`src/rtl/fetch_queue.sv`:
```
// Instruction fetch queue: credit-limited fetch from a one-cycle synchronous memory into a
// DEPTH-entry {pc, instr} FIFO; a branch flushes the queue and redirects in the same cycle.
module fetch_queue #(
  parameter int            AW       = 16,
  parameter int            DW       = 16,
  parameter int            DEPTH    = 4,
  parameter logic [AW-1:0] RESET_PC = '0
) (
  input  logic          clk,
  input  logic          rst,
  input  logic          branch,
  input  logic [AW-1:0] branch_tgt,
  output logic          mem_rd_en,
  output logic [AW-1:0] mem_addr,
  input  logic [DW-1:0] mem_data,
  output logic          out_valid,
  input  logic          out_ready,
  output logic [AW-1:0] out_pc,
  output logic [DW-1:0] out_instr
);
  localparam int PW = $clog2(DEPTH);
  localparam int CW = PW + 1;

  logic [AW-1:0] pc_q, pc_d;
  logic          inflight_q;
  logic [AW-1:0] tag_q;
  logic [PW-1:0] rd_ptr_q, rd_ptr_d;
  logic [PW-1:0] wr_ptr_q, wr_ptr_d;
  logic [CW-1:0] count_q, count_d;
  logic [CW-1:0] credit_used;
  logic          push, pop;

  logic [AW-1:0] fifo_pc_q    [DEPTH];
  logic [DW-1:0] fifo_instr_q [DEPTH];

  // Entries held plus the one response still on its way back from memory.
  assign credit_used = count_q + CW'(inflight_q);

  assign mem_rd_en = !rst && (branch || (credit_used < CW'(DEPTH)));
  assign mem_addr  = branch ? branch_tgt : pc_q;

  assign out_valid = (count_q != '0);
  assign out_pc    = fifo_pc_q[rd_ptr_q];
  assign out_instr = fifo_instr_q[rd_ptr_q];

  assign push = inflight_q && !branch;
  assign pop  = out_valid && out_ready && !branch;

  always_comb begin
    pc_d     = mem_rd_en ? mem_addr + AW'(1) : pc_q;
    rd_ptr_d = rd_ptr_q + PW'(pop);
    wr_ptr_d = wr_ptr_q + PW'(push);
    count_d  = count_q + CW'(push) - CW'(pop);
    if (branch) begin
      rd_ptr_d = '0;
      wr_ptr_d = '0;
      count_d  = '0;
    end
  end

  always_ff @(posedge clk or posedge rst) begin
    if (rst) begin
      pc_q       <= RESET_PC;
      inflight_q <= 1'b0;
      tag_q      <= '0;
      rd_ptr_q   <= '0;
      wr_ptr_q   <= '0;
      count_q    <= '0;
    end else begin
      pc_q       <= pc_d;
      inflight_q <= mem_rd_en;
      tag_q      <= mem_addr;
      rd_ptr_q   <= rd_ptr_d;
      wr_ptr_q   <= wr_ptr_d;
      count_q    <= count_d;
    end
  end

  // Storage needs no reset: count_q alone decides which entries are live.
  always_ff @(posedge clk) begin
    if (push) begin
      fifo_pc_q[wr_ptr_q]    <= tag_q;
      fifo_instr_q[wr_ptr_q] <= mem_data;
    end
  end

endmodule

```
`config.mk`:
```
export PLATFORM = sky130hd
export DESIGN_NAME = fetch_queue
export DESIGN_NICKNAME = d
export VERILOG_FILES = /design/src/rtl/fetch_queue.sv
export SDC_FILE = /design/constraint.sdc
export NUM_CORES = 1
export LEC_CHECK = 0
export CAP_MARGIN = 5
export CORE_MARGIN = 2
export CORE_UTILIZATION = 40
export CTS_CLUSTER_SIZE = 40
export DETAILED_ROUTE_END_ITERATION = 16
export GPL_TIMING_DRIVEN = 0
export SYNTH_ARGS = -nofsm -noshare
export SYNTH_HDL_FRONTEND = slang
export SYNTH_SLANG_ARGS = --single-unit
```
`constraint.sdc`:
```
create_clock -name clk -period 4.05 [get_ports clk]
set_input_delay 0.81 -clock clk [delete_from_list [all_inputs] [get_ports clk]]
set_output_delay 0.81 -clock clk [all_outputs]
set_load 0.05 [all_outputs]
```
# After elaboration in Yosys (flattened, before gate mapping)
# Memory sizes are Yosys's and may differ from the RTL's.
# Index checks and enable logic that the tools add are counted.
# word_totals
mem_bits_rw	128
out_inout_bits	50
regBits	40
memories	2
in_bits	36
elab_cells	29
# op_classes
muxes	6
n_lt_le_gt_ge	1
addsub	6
reduce_logical	8
# memory_table
memory	words	word_bits	read_ports	rd_clocked_by_memory_dff	write_ports	line_no	source
fifo_instr_q	4	16	1	0	1	34	logic [DW-1:0] fifo_instr_q [DEPTH];
fifo_pc_q	4	16	1	0	1	33	logic [AW-1:0] fifo_pc_q [DEPTH];
# op_table
cell	count
$add 16x1->16 const B	1
$mux 16	1
$add 3x1->3	2
$add 2x1->2	2
$logic_and 1x1->1	4
$mux 2	2
$lt 3x3->1 const B	1
$mux 3	1
$reduce_bool 3->1	1
$sub 3x1->3	1
$logic_not 1->1	2
$mux 1	2
$logic_or 1x1->1	1

# Logic depth before layout (Yosys ltp)
# Gate-level depths: netlist of the first run.
# logic_depth
ltp_word	5
ltp_mapped	12
ltp_nobuf	9

# Least setup slack after synthesis of the first run
# No wires, ideal clock.
# synth_path
path_kind	input -> register
startpoint	in branch
endpoint	mem fifo_instr_q[1][0] (enable)
path_buffers	3
required_ns	3.582
cell_stages	6
setup_time_ns	0.468
slack_ns	-0.325
t_arrival_ns	3.907
cell_sequence	buf_6 -> buf_6 -> buf_4 -> nor2b_1 -> inv_1 -> nor3b_1
# synth_between
elab_chain_len	4
# synth_rtl
element	line_no	source
start, declared	11	input logic branch,
$logic_not 1->1	46	assign push = inflight_q && !branch;
$logic_and 1x1->1	46	
$mux 1	81	if (push) begin
$mux 1 (not written as such)	83	fifo_instr_q[wr_ptr_q] <= mem_data;
end, declared	34	
# Every way passes these cells.

# Worst setup path after layout of the first run
# layout_path
startpoint	in branch
endpoint	out mem_rd_en
# layout_between
elab_chain_len	2
# layout_rtl
element	line_no	source
$logic_or 1x1->1	39	assign mem_rd_en = !rst && (branch || (credit_used < CW'(DEPTH)));
$logic_and 1x1->1	39	
end, declared	13	output logic mem_rd_en,
# Every way passes these cells.

==> results.sh, run 1 <==
export IMPL_status="completed"
export IMPL_worst_path_max_delay_cell="clkdlybuf4s50_1"
export IMPL_final_util_pct=52.6
export IMPL_setup_tns_ns=0
export IMPL_worstHoldPathType="register to register"
export IMPL_gp_congestion=0.800
export IMPL_synth_ff_type="edfxtp_1"
export IMPL_cts_reportedPaths_clkPinSlew_ns=0.06
export IMPL_vias=3668
export IMPL_postSynthAreaPerCell_sq_um=19.1
export IMPL_start_kind="input port"
export IMPL_r2r_start="count_q[2]"
export IMPL_syn_nets=395
export IMPL_drtIter0Drc=246
export IMPL_p_per_area_nw_per_um2=581
export IMPL_clock_sinks=168
export IMPL_grt_total_usage_pct=16.3
export IMPL_start_util_pct=40.8
export IMPL_synthToLayoutAreaGrowth_pct=28.9
export IMPL_synthDistinctLibCells=45
export IMPL_skew_ns=0.00724
export IMPL_maxCapViolCount=0
export IMPL_switching_power_mw=1.50
export IMPL_synth_edf_count=128
export IMPL_fin_crit_sh_pct=96.7
export IMPL_die_h_um=134
export IMPL_nNetsFinal=505
export IMPL_post_place_ws_ns=0.00500
export IMPL_design_core_area_sq_um=16500
export IMPL_diodes=0
export IMPL_hold_viol_final=0
export IMPL_antenna_found_initial=0
export IMPL_drc=0
export IMPL_peakVddDrop_uv=324
export IMPL_cts_tree="yes"
export IMPL_p_comb_share_pct=23.0
export IMPL_crit_family="buffers and inverters"
export IMPL_p_leak_nw=3.03
export IMPL_path_buf_inv=5
export IMPL_slew_headroom_pct=43.7
export IMPL_num_rows=47
export IMPL_min_to="fifo_pc_q[1][6]"
export IMPL_wirelength_um=13800
export IMPL_worst_setup_path_end_kind="primary output"
export IMPL_ios=86
export IMPL_grt_pass1_wl_um=21500
export IMPL_crit_path_cell_trace="clkdlybuf4s50_1 -> buf_6 -> nor2_2 -> mux2_4 -> or2_1 -> buf_6 -> inv_2 -> clkdlybuf4s50_1"
export IMPL_power_frac_clock_pct=34.3
export IMPL_crit_type="input port to primary output"
export IMPL_routed_via_density=5.27
export IMPL_p_seq_share_pct=42.7
export IMPL_worstHoldStart="tag_q[6]"
export IMPL_yosysWarnings=0
export IMPL_wl_per_cell_um=19.8
export IMPL_max_slew_worst_pin_slew_ns=0.843
export IMPL_ant_nets=0
export IMPL_fmax_ghz=0.255
export IMPL_reg2reg_depth=9
export IMPL_r2r_end="count_q[2]"
export IMPL_clock_latency_ns=0.43
export IMPL_cp_required_ns=3.24
export IMPL_whs_path_depth=0
export IMPL_setup_violations=0
export IMPL_critPathMaxFanout=10
export IMPL_first_pass_iters=5
export IMPL_grt_overflow_total=0
export IMPL_die_area_sq_um=17900
export IMPL_p_int_mw=3.55
export IMPL_async_flop_share_pct=23.8
export IMPL_grt_max_degree=41
export IMPL_cts_buffers=17
export IMPL_critical_path_max_stage_delay_ns=0.82
export IMPL_fin_crit_ns=3.91
export IMPL_synthesis_instances=353
export IMPL_setup_ws_ns=0.135
export IMPL_io_buffers=85
export IMPL_yosysSeqAreaShare_pct=71.9
export IMPL_root_buffer="clkbuf_16"
export IMPL_synth_seq_cells=168
export IMPL_cts_max_level=4
export IMPL_p_sw_share_pct=29.7
export IMPL_crit_arrival_ns=3.10
export IMPL_die_width_um=134
export IMPL_rsz0062_at_grt="false"
export IMPL_clk_path_buf_depth=2
export IMPL_maxSlewViolCount=0
export IMPL_rrSetupSlack_ns=1.78
export IMPL_place_hpwl_um=9110
export IMPL_synth_area_sq_um=6740
export IMPL_grt_pass1_vias=3801
export IMPL_drive_gt1_share_pct=24.4
export IMPL_power_mw=5.05
[power groups by stage]
| stage | Combinational, mW | Clock (mW) | Sequential, mW |
|---|---|---|---|
| 2_1_floorplan | 0.794 | 0 | 2.15 |
| 3_3_place_gp | 1.14 | 0 | 2.18 |
| 5_1_grt | 1.23 | 1.84 | 2.18 |
| 4_1_cts | 1.17 | 1.77 | 2.16 |
| 6_report | 1.16 | 1.73 | 2.16 |
| 3_5_place_dp | 1.17 | 0 | 2.19 |
[area by class of cell]
class / instances / area, sq um
Fill cell: 1298 / 7840
Sequential cell: 168 / 4840
Multi-Input combinational cell: 162 / 1800
Timing Repair Buffer: 91 / 1010
Clock buffer: 17 / 425
Tap cell: 220 / 275
Clock inverter: 15 / 211
Buffer: 18 / 111
Inverter: 5 / 18.8
[state kept, by name, summed over array words and instances, names as in the netlist]
signal,flops
fifo_instr_q,64
fifo_pc_q,64
pc_q,16
tag_q,16
count_q,3
rd_ptr_q,2
wr_ptr_q,2
inflight_q,1
[worst max-delay path by stage]
stage                 from                 end  slack (ns)  cells past startpoint
finish              branch           mem_rd_en        0.14                      8
global route        branch           mem_rd_en        0.04                      8
CTS                 branch         mem_addr[1]       0.003                      7
detailed placement  branch         mem_addr[1]       0.005                      7
global placement    branch    fifo_pc_q[1][14]        -1.0                      7
floorplan           branch  fifo_instr_q[1][0]        0.78                      6
[per-stage QoR]
step	hold slack (ns)	instance area, sq um	cells
after global routing	0.499	8690	696
after floorplan	0.455	6750	353
after detailed placement	0.482	8050	664
final	0.494	8690	696
after CTS	0.493	8680	696
after global placement	0.463	7880	658
[Yosys cell counts (2+ instances only)]
master / count / area share [%]
edfxtp_1: 128 / 57
dfrtp_1: 40 / 15
mux4_2: 32 / 11
mux2_2: 19 / 3.2
o21ai_0: 19 / 1.4
clkbuf_1: 7 / 0.39
nand3_1: 7 / 0.52
xnor2_1: 7 / 0.91
o31ai_2: 6 / 1.1
and3_1: 5 / 0.46
buf_2: 5 / 0.37
ha_1: 5 / 0.93
nand3b_1: 5 / 0.56
nor2_1: 5 / 0.28
buf_6: 4 / 0.67
inv_1: 4 / 0.22
nand2_1: 4 / 0.22
nor2b_1: 4 / 0.37
a21boi_0: 3 / 0.33
a21oi_1: 3 / 0.22
a22oi_1: 3 / 0.33
a31oi_1: 3 / 0.28
and4_1: 3 / 0.39
nand4_1: 3 / 0.28
xor2_1: 3 / 0.39
a41oi_1: 2 / 0.26
and3b_1: 2 / 0.26
and4b_1: 2 / 0.30
buf_4: 2 / 0.22
nand4b_1: 2 / 0.26
o31ai_1: 2 / 0.22
[cells by family after synthesis]
kind of cell / after synthesis / share of synthesized area [%]
buf+inv: 23 / 1.93
mux: 52 / 14.1
fa+ha+maj: 6 / 1.23
compound gates: 45 / 4.73
simple gates: 49 / 4.83
flops: 168 / 71.9
xor+xnor: 10 / 1.30
[metal layers]
layer,GRT usage [%],share of wire [%],vias up
li1,-,-,1650
met1,21.9,45,1892
met2,25.7,49,101
met3,3.89,4.2,25
met4,6.80,1.9,0
met5,0,0,-
[repair_timing]
item / 4_1_cts / 5_1_grt
setup buffers: 0 / 0
setup endpoints to repair: 0 / 2
resized for setup: 0 / 2
hold buffers: 0 / 0
[cell usage in the layout (no fill, tap or decap), types with 6 or more instances in the layout]
master           instances
edfxtp_1               128
dfrtp_1                 40
xnor2_1                  7
clkbuf_1                 7
mux4_2                  32
mux2_2                  19
o31ai_2                  6
o21ai_0                 19
nand3_1                  7
inv_6                    7
clkdlybuf4s50_1         83
clkbuf_16               17
No activity file was read; power rests on OpenSTA's default activity.
==> run 2, diff against run 1 <==
--- a/config.mk
+++ b/config.mk
@@ -11,6 +11,7 @@
 export CTS_CLUSTER_SIZE = 40
 export DETAILED_ROUTE_END_ITERATION = 16
 export GPL_TIMING_DRIVEN = 0
+export PLACE_DENSITY = 0.69
 export SYNTH_ARGS = -nofsm -noshare
 export SYNTH_HDL_FRONTEND = slang
 export SYNTH_SLANG_ARGS = --single-unit
==> run 2 against run 1 <==
Count of clock-buffer cells in the layout up 6. Wire length shrank 1.9%. Fmax is 0.28% lower. Combinational power about the same. Highest routed layer unchanged. Cell count decreased by 0.14%. Global-route usage shrank 0.18 points. Critical path depth unchanged. Core utilization down 0.67 points. Critical endpoint unchanged. Worst hold slack improved by 0.0051 ns. Power fell by 3.3%. Sequential power about the same. Register-to-register slack hardly changed.
==> results.sh, run 2 (synthesis results as in run 1) <==
export IMPL_status="completed"
export IMPL_grt_pass1_wl_um=21500
export IMPL_grt_pass1_vias=3965
export IMPL_drtIter0Drc=262
export IMPL_maxSlewViolCount=0
export IMPL_routed_via_density=5.18
export IMPL_synthToLayoutAreaGrowth_pct=27.3
export IMPL_start_util_pct=40.8
export IMPL_ant_nets=0
export IMPL_grt_max_degree=41
export IMPL_worstHoldPathType="register to register"
export IMPL_gp_congestion=0.852
export IMPL_clk_path_buf_depth=2
export IMPL_skew_ns=0.0189
export IMPL_crit_type="input port to primary output"
export IMPL_die_width_um=134
export IMPL_slew_headroom_pct=40.2
export IMPL_hold_viol_final=0
export IMPL_critPathMaxFanout=10
export IMPL_nFillCells=1326
export IMPL_setup_violations=0
export IMPL_diodes=0
export IMPL_wl_per_cell_um=19.4
export IMPL_setup_tns_ns=0
export IMPL_holdWs_ns=0.499
export IMPL_clock_latency_ns=0.42
export IMPL_cts_reportedPaths_clkPinSlew_ns=0.06
export IMPL_drc=0
export IMPL_hold_buffers=0
export IMPL_ios=86
export IMPL_first_pass_iters=4
export IMPL_final_area_sq_um=8580
export IMPL_vias=3599
export IMPL_num_rows=47
export IMPL_cts_max_level=4
export IMPL_nNetsFinal=504
export IMPL_max_slew_worst_pin_slew_ns=0.895
export IMPL_mostFrequentLayoutCell="edfxtp_1"
export IMPL_cts_tree="yes"
export IMPL_drive_gt1_share_pct=22.9
export IMPL_setup_ws_ns=0.124
export IMPL_multiInputGateArea_sq_um=1800
export IMPL_place_area_sq_um=8000
export IMPL_clock_sinks=168
export IMPL_reg_top3="fifo_instr_q: 64 flops, fifo_pc_q: 64 flops"
export IMPL_cts_repair_resized=0
export IMPL_place_hpwl_um=9010
export IMPL_cts_setup_buffers=0
export IMPL_fin_crit_ns=3.93
export IMPL_final_cell_mix="edfxtp_1 (128), clkdlybuf4s50_1 (83), dfrtp_1 (40)"
export IMPL_fmax_ghz=0.255
export IMPL_cts_buffers=17
export IMPL_grt_total_usage_pct=16.1
export IMPL_start_kind="input port"
export IMPL_fin_crit_sh_pct=96.9
export IMPL_crit_arrival_ns=3.12
export IMPL_cp_required_ns=3.24
export IMPL_maxCapViolCount=0
export IMPL_antenna_found_initial=0
export IMPL_p_per_area_nw_per_um2=569
export IMPL_design_core_area_sq_um=16500
export IMPL_io_buffers=85
export IMPL_die_area_sq_um=17900
export IMPL_rsz0062_at_grt="false"
export IMPL_root_buffer="clkbuf_16"
export IMPL_wirelength_um=13500
export IMPL_ff_latch_area_sq_um=4840
export IMPL_grt_overflow_total=0
export IMPL_post_place_ws_ns=0.0439
export IMPL_p_leak_nw=2.98
export IMPL_worst_setup_path_end_kind="primary output"
export IMPL_peakVddDrop_uv=317
export IMPL_die_h_um=134
run 2: changes by cell type in the layout (fill, tap and decap cells not counted), sizes merged:
cell      before  now
clkbuf        24   30
inv           12    6
buf           17   16
clkinvlp       1    0
bufinv         4    3
clkinv         3    5
run 2: per-layer routing:
layer | global-route usage, % | vias to the layer above | part of all wire, %
met5 | 0 | - | 0
met4 | 5.50 | 0 | 0.87
met1 | 19.9 | 1854 | 43
met3 | 4.38 | 6 | 5.0
li1 | - | 1651 | -
met2 | 27.5 | 88 | 51
run 2: worst max-delay path: stages:
cell             delay, ns
clkdlybuf4s50_1       0.49
buf_6                 0.16
nor2_2                0.05
mux2_4                0.29
or2_1                 0.22
buf_6                 0.14
inv_2                 0.12
clkdlybuf4s50_1       0.83
run 2: cell type report:
class | instances | share of cell area, %
clock inverter | 9 | 1.44
clock buffer | 23 | 5.22
multi-input combinational | 162 | 20.9
tap | 220 | 3.21
inverter | 5 | 0.219
timing repair buffer | 90 | 11.2
buffer | 18 | 1.30
sequential | 168 | 56.5
run 2: report_power, final:
group / switching [mW] / internal, mW / total [mW]
combinational: 0.698 / 0.454 / 1.15
clock: 0.607 / 0.966 / 1.57
sequential: 0.113 / 2.04 / 2.16
run 2: worst paths after layout:
| check | startpoint | end | slack, ns | cells after the start |
|---|---|---|---|---|
| max | branch | mem_rd_en | 0.12 | 8 |
| min | tag_q[8] | fifo_pc_q[2][8] | 0.50 | 0 |
| max reg2reg | count_q[2] | count_q[2] | 1.77 | 9 |
| min reg2reg | tag_q[8] | fifo_pc_q[2][8] | 0.50 | 0 |
| max in group asynchronous | rst | tag_q[1] | 2.16 | 3 |
| min in group asynchronous | rst | pc_q[11] | 1.32 | 3 |
run 2: metrics by stage:
step / instances / power (mW) / utilization (%)
final: 695 / 4.88 / 51.9
after global routing: 695 / 5.07 / 51.9
after CTS: 695 / 4.93 / 51.9
after detailed placement: 663 / 3.35 / 48.4
after global placement: 658 / 3.31 / 47.7
after floorplan: 353 / 2.95 / -
==> run 3, diff against run 2 <==
--- a/config.mk
+++ b/config.mk
@@ -6,7 +6,6 @@
 export NUM_CORES = 1
 export LEC_CHECK = 0
 export CAP_MARGIN = 5
-export CORE_MARGIN = 2
 export CORE_UTILIZATION = 40
 export CTS_CLUSTER_SIZE = 40
 export DETAILED_ROUTE_END_ITERATION = 16
==> run 3 against run 2 <==
Critical path depth decreased by 1. Combinational power about the same. Power shrank 0.39%. Worst hold slack worse by 0.011 ns. Global-route usage down 0.096 points. Non-clock buffer count is the same. Setup slack got worse by 0.045 ns. Core utilization about the same. Sequential share of layout area hardly changed. Cell count unchanged. Sequential power is essentially flat. Largest power group unchanged.
==> results.sh, run 3 (synthesis results as in run 1) <==
export IMPL_synthToLayoutAreaGrowth_pct=27.3
export IMPL_cts_tree="yes"
export IMPL_ant_nets=0
export IMPL_grt_pass1_wl_um=20800
export IMPL_die_width_um=132
export IMPL_crit_family="buffers and inverters"
export IMPL_ios=86
export IMPL_crit_type="input port to primary output"
export IMPL_grt_max_degree=41
export IMPL_cts_max_level=4
export IMPL_clk_path_buf_depth=2
export IMPL_reg_top3="fifo_instr_q: 64 flops, fifo_pc_q: 64 flops"
export IMPL_worst_setup_path_end_kind="primary output"
export IMPL_cts_reportedPaths_clkPinSlew_ns=0.07
export IMPL_place_hpwl_um=8700
export IMPL_critical_path_max_stage_delay_ns=0.71
export IMPL_peakVddDrop_uv=350
export IMPL_vias=3635
export IMPL_skew_ns=0.00678
export IMPL_antenna_found_initial=0
export IMPL_grt_overflow_total=0
export IMPL_drc=0
export IMPL_worst_path_max_delay_cell="clkdlybuf4s50_1"
export IMPL_grt_total_usage_pct=16.0
export IMPL_multiInputGateArea_sq_um=1800
export IMPL_io_buffers=85
export IMPL_wirelength_um=13000
export IMPL_maxCapViolCount=0
export IMPL_start_kind="input port"
export IMPL_slew_headroom_pct=39.5
export IMPL_root_buffer="clkbuf_16"
export IMPL_max_slew_worst_pin_slew_ns=0.908
export IMPL_drtIter0Drc=207
export IMPL_rsz0062_at_grt="false"
export IMPL_status="completed"
export IMPL_nFillCells=1310
export IMPL_fin_crit_sh_pct=98.0
export IMPL_cp_required_ns=3.24
export IMPL_die_area_sq_um=17400
export IMPL_place_area_sq_um=8000
export IMPL_mostFrequentLayoutCell="edfxtp_1"
export IMPL_clock_sinks=168
export IMPL_first_pass_iters=4
export IMPL_maxSlewViolCount=0
export IMPL_holdWs_ns=0.488
export IMPL_design_core_area_sq_um=16500
export IMPL_final_area_sq_um=8580
export IMPL_nNetsFinal=504
export IMPL_setup_tns_ns=0
export IMPL_start_util_pct=40.8
export IMPL_die_h_um=132
export IMPL_final_cell_mix="edfxtp_1 (128), clkdlybuf4s50_1 (84), dfrtp_1 (40)"
export IMPL_fin_crit_ns=3.97
export IMPL_clock_latency_ns=0.42
export IMPL_gp_congestion=0.813
export IMPL_hold_viol_final=0
export IMPL_p_per_area_nw_per_um2=567
export IMPL_crit_arrival_ns=3.16
export IMPL_hold_buffers=0
export IMPL_drive_gt1_share_pct=24.2
export IMPL_wl_per_cell_um=18.6
export IMPL_final_util_pct=51.9
export IMPL_worstHoldPathType="register to register"
export IMPL_fmax_ghz=0.252
export IMPL_p_leak_nw=2.97
export IMPL_crit_path_cell_trace="clkdlybuf4s50_1 -> buf_6 -> buf_6 -> buf_4 -> buf_2 -> mux2_2 -> clkdlybuf4s50_1"
export IMPL_ff_latch_area_sq_um=4840
export IMPL_critPathMaxFanout=10
export IMPL_routed_via_density=5.23
export IMPL_grt_pass1_vias=3875
export IMPL_cts_buffers=17
export IMPL_diodes=0
export IMPL_num_rows=47
export IMPL_setup_violations=0
export IMPL_path_buf_inv=6
-- run 3: cell types whose count changed in the layout (fill, tap and decap cells not counted), sizes merged --
cell           previous run  this run
bufinv                    3         2
clkbuf                   30        24
clkdlybuf4s50            83        84
clkinv                    5         7
clkinvlp                  0         3
dlymetal6s2s              2         1
inv                       6         8
-- run 3: layer usage --
metal	track usage, %	up-vias	part of all wire, %
met2	25.3	110	49
met3	4.42	9	4.9
met4	5.17	0	0.93
li1	-	1648	-
met5	0	-	0
met1	21.6	1868	46
-- run 3: cell type report --
cell class                 count  share of cell area [%]
sequential                   168                    56.5
clock buffer                  17                    4.96
multi-input combinational    162                    20.9
buffer                        18                    1.30
timing repair buffer          90                    11.2
clock inverter                15                    1.76
inverter                       5                   0.219
tap                          220                    3.21
-- run 3: worst reg2reg max path: stages (launching register included) --
cell and delay (ns):
dfrtp_1 0.42, or3_1 0.42, and3b_1 0.24, ha_1 0.28, inv_1 0.06, ha_1 0.13, inv_1 0.05, fa_1 0.37
xnor2_1 0.19, nor2_1 0.05
-- run 3: per-stage QoR --
stage	worst slack (ns)	total power, mW	cells
3_5_place_dp	0.0774	3.35	663
5_1_grt	0.00818	5.06	695
2_1_floorplan	0.785	2.95	353
3_3_place_gp	-0.899	3.31	658
6_report	0.0791	4.86	695
4_1_cts	0.0665	4.91	695
-- run 3: where the power goes --
group | total, mW | internal [mW] | switching (mW) | leakage, nW
registers | 2.15 | 2.04 | 0.112 | 1.66
clock network | 1.56 | 0.908 | 0.647 | 0.280
logic | 1.15 | 0.454 | 0.698 | 1.03
total | 4.86 | 3.41 | 1.46 | 2.97
-- run 3: path summary, 6_finish.rpt --
path	start	end	slack, ns	cells after the start
worst max-delay path	branch	mem_addr[1]	0.08	7
worst min-delay path	tag_q[12]	fifo_pc_q[2][12]	0.49	0
worst max register to register	count_q[2]	count_q[2]	1.74	9
worst min register to register	tag_q[12]	fifo_pc_q[2][12]	0.49	0
max in group asynchronous	rst	tag_q[1]	2.14	3
min in group asynchronous	rst	pc_q[13]	1.33	3
-- run 3: what timing repair did --
action                                  CTS  global route
buffers inserted                          0             0
resized for setup                         0             1
endpoints found under the setup margin    0             1
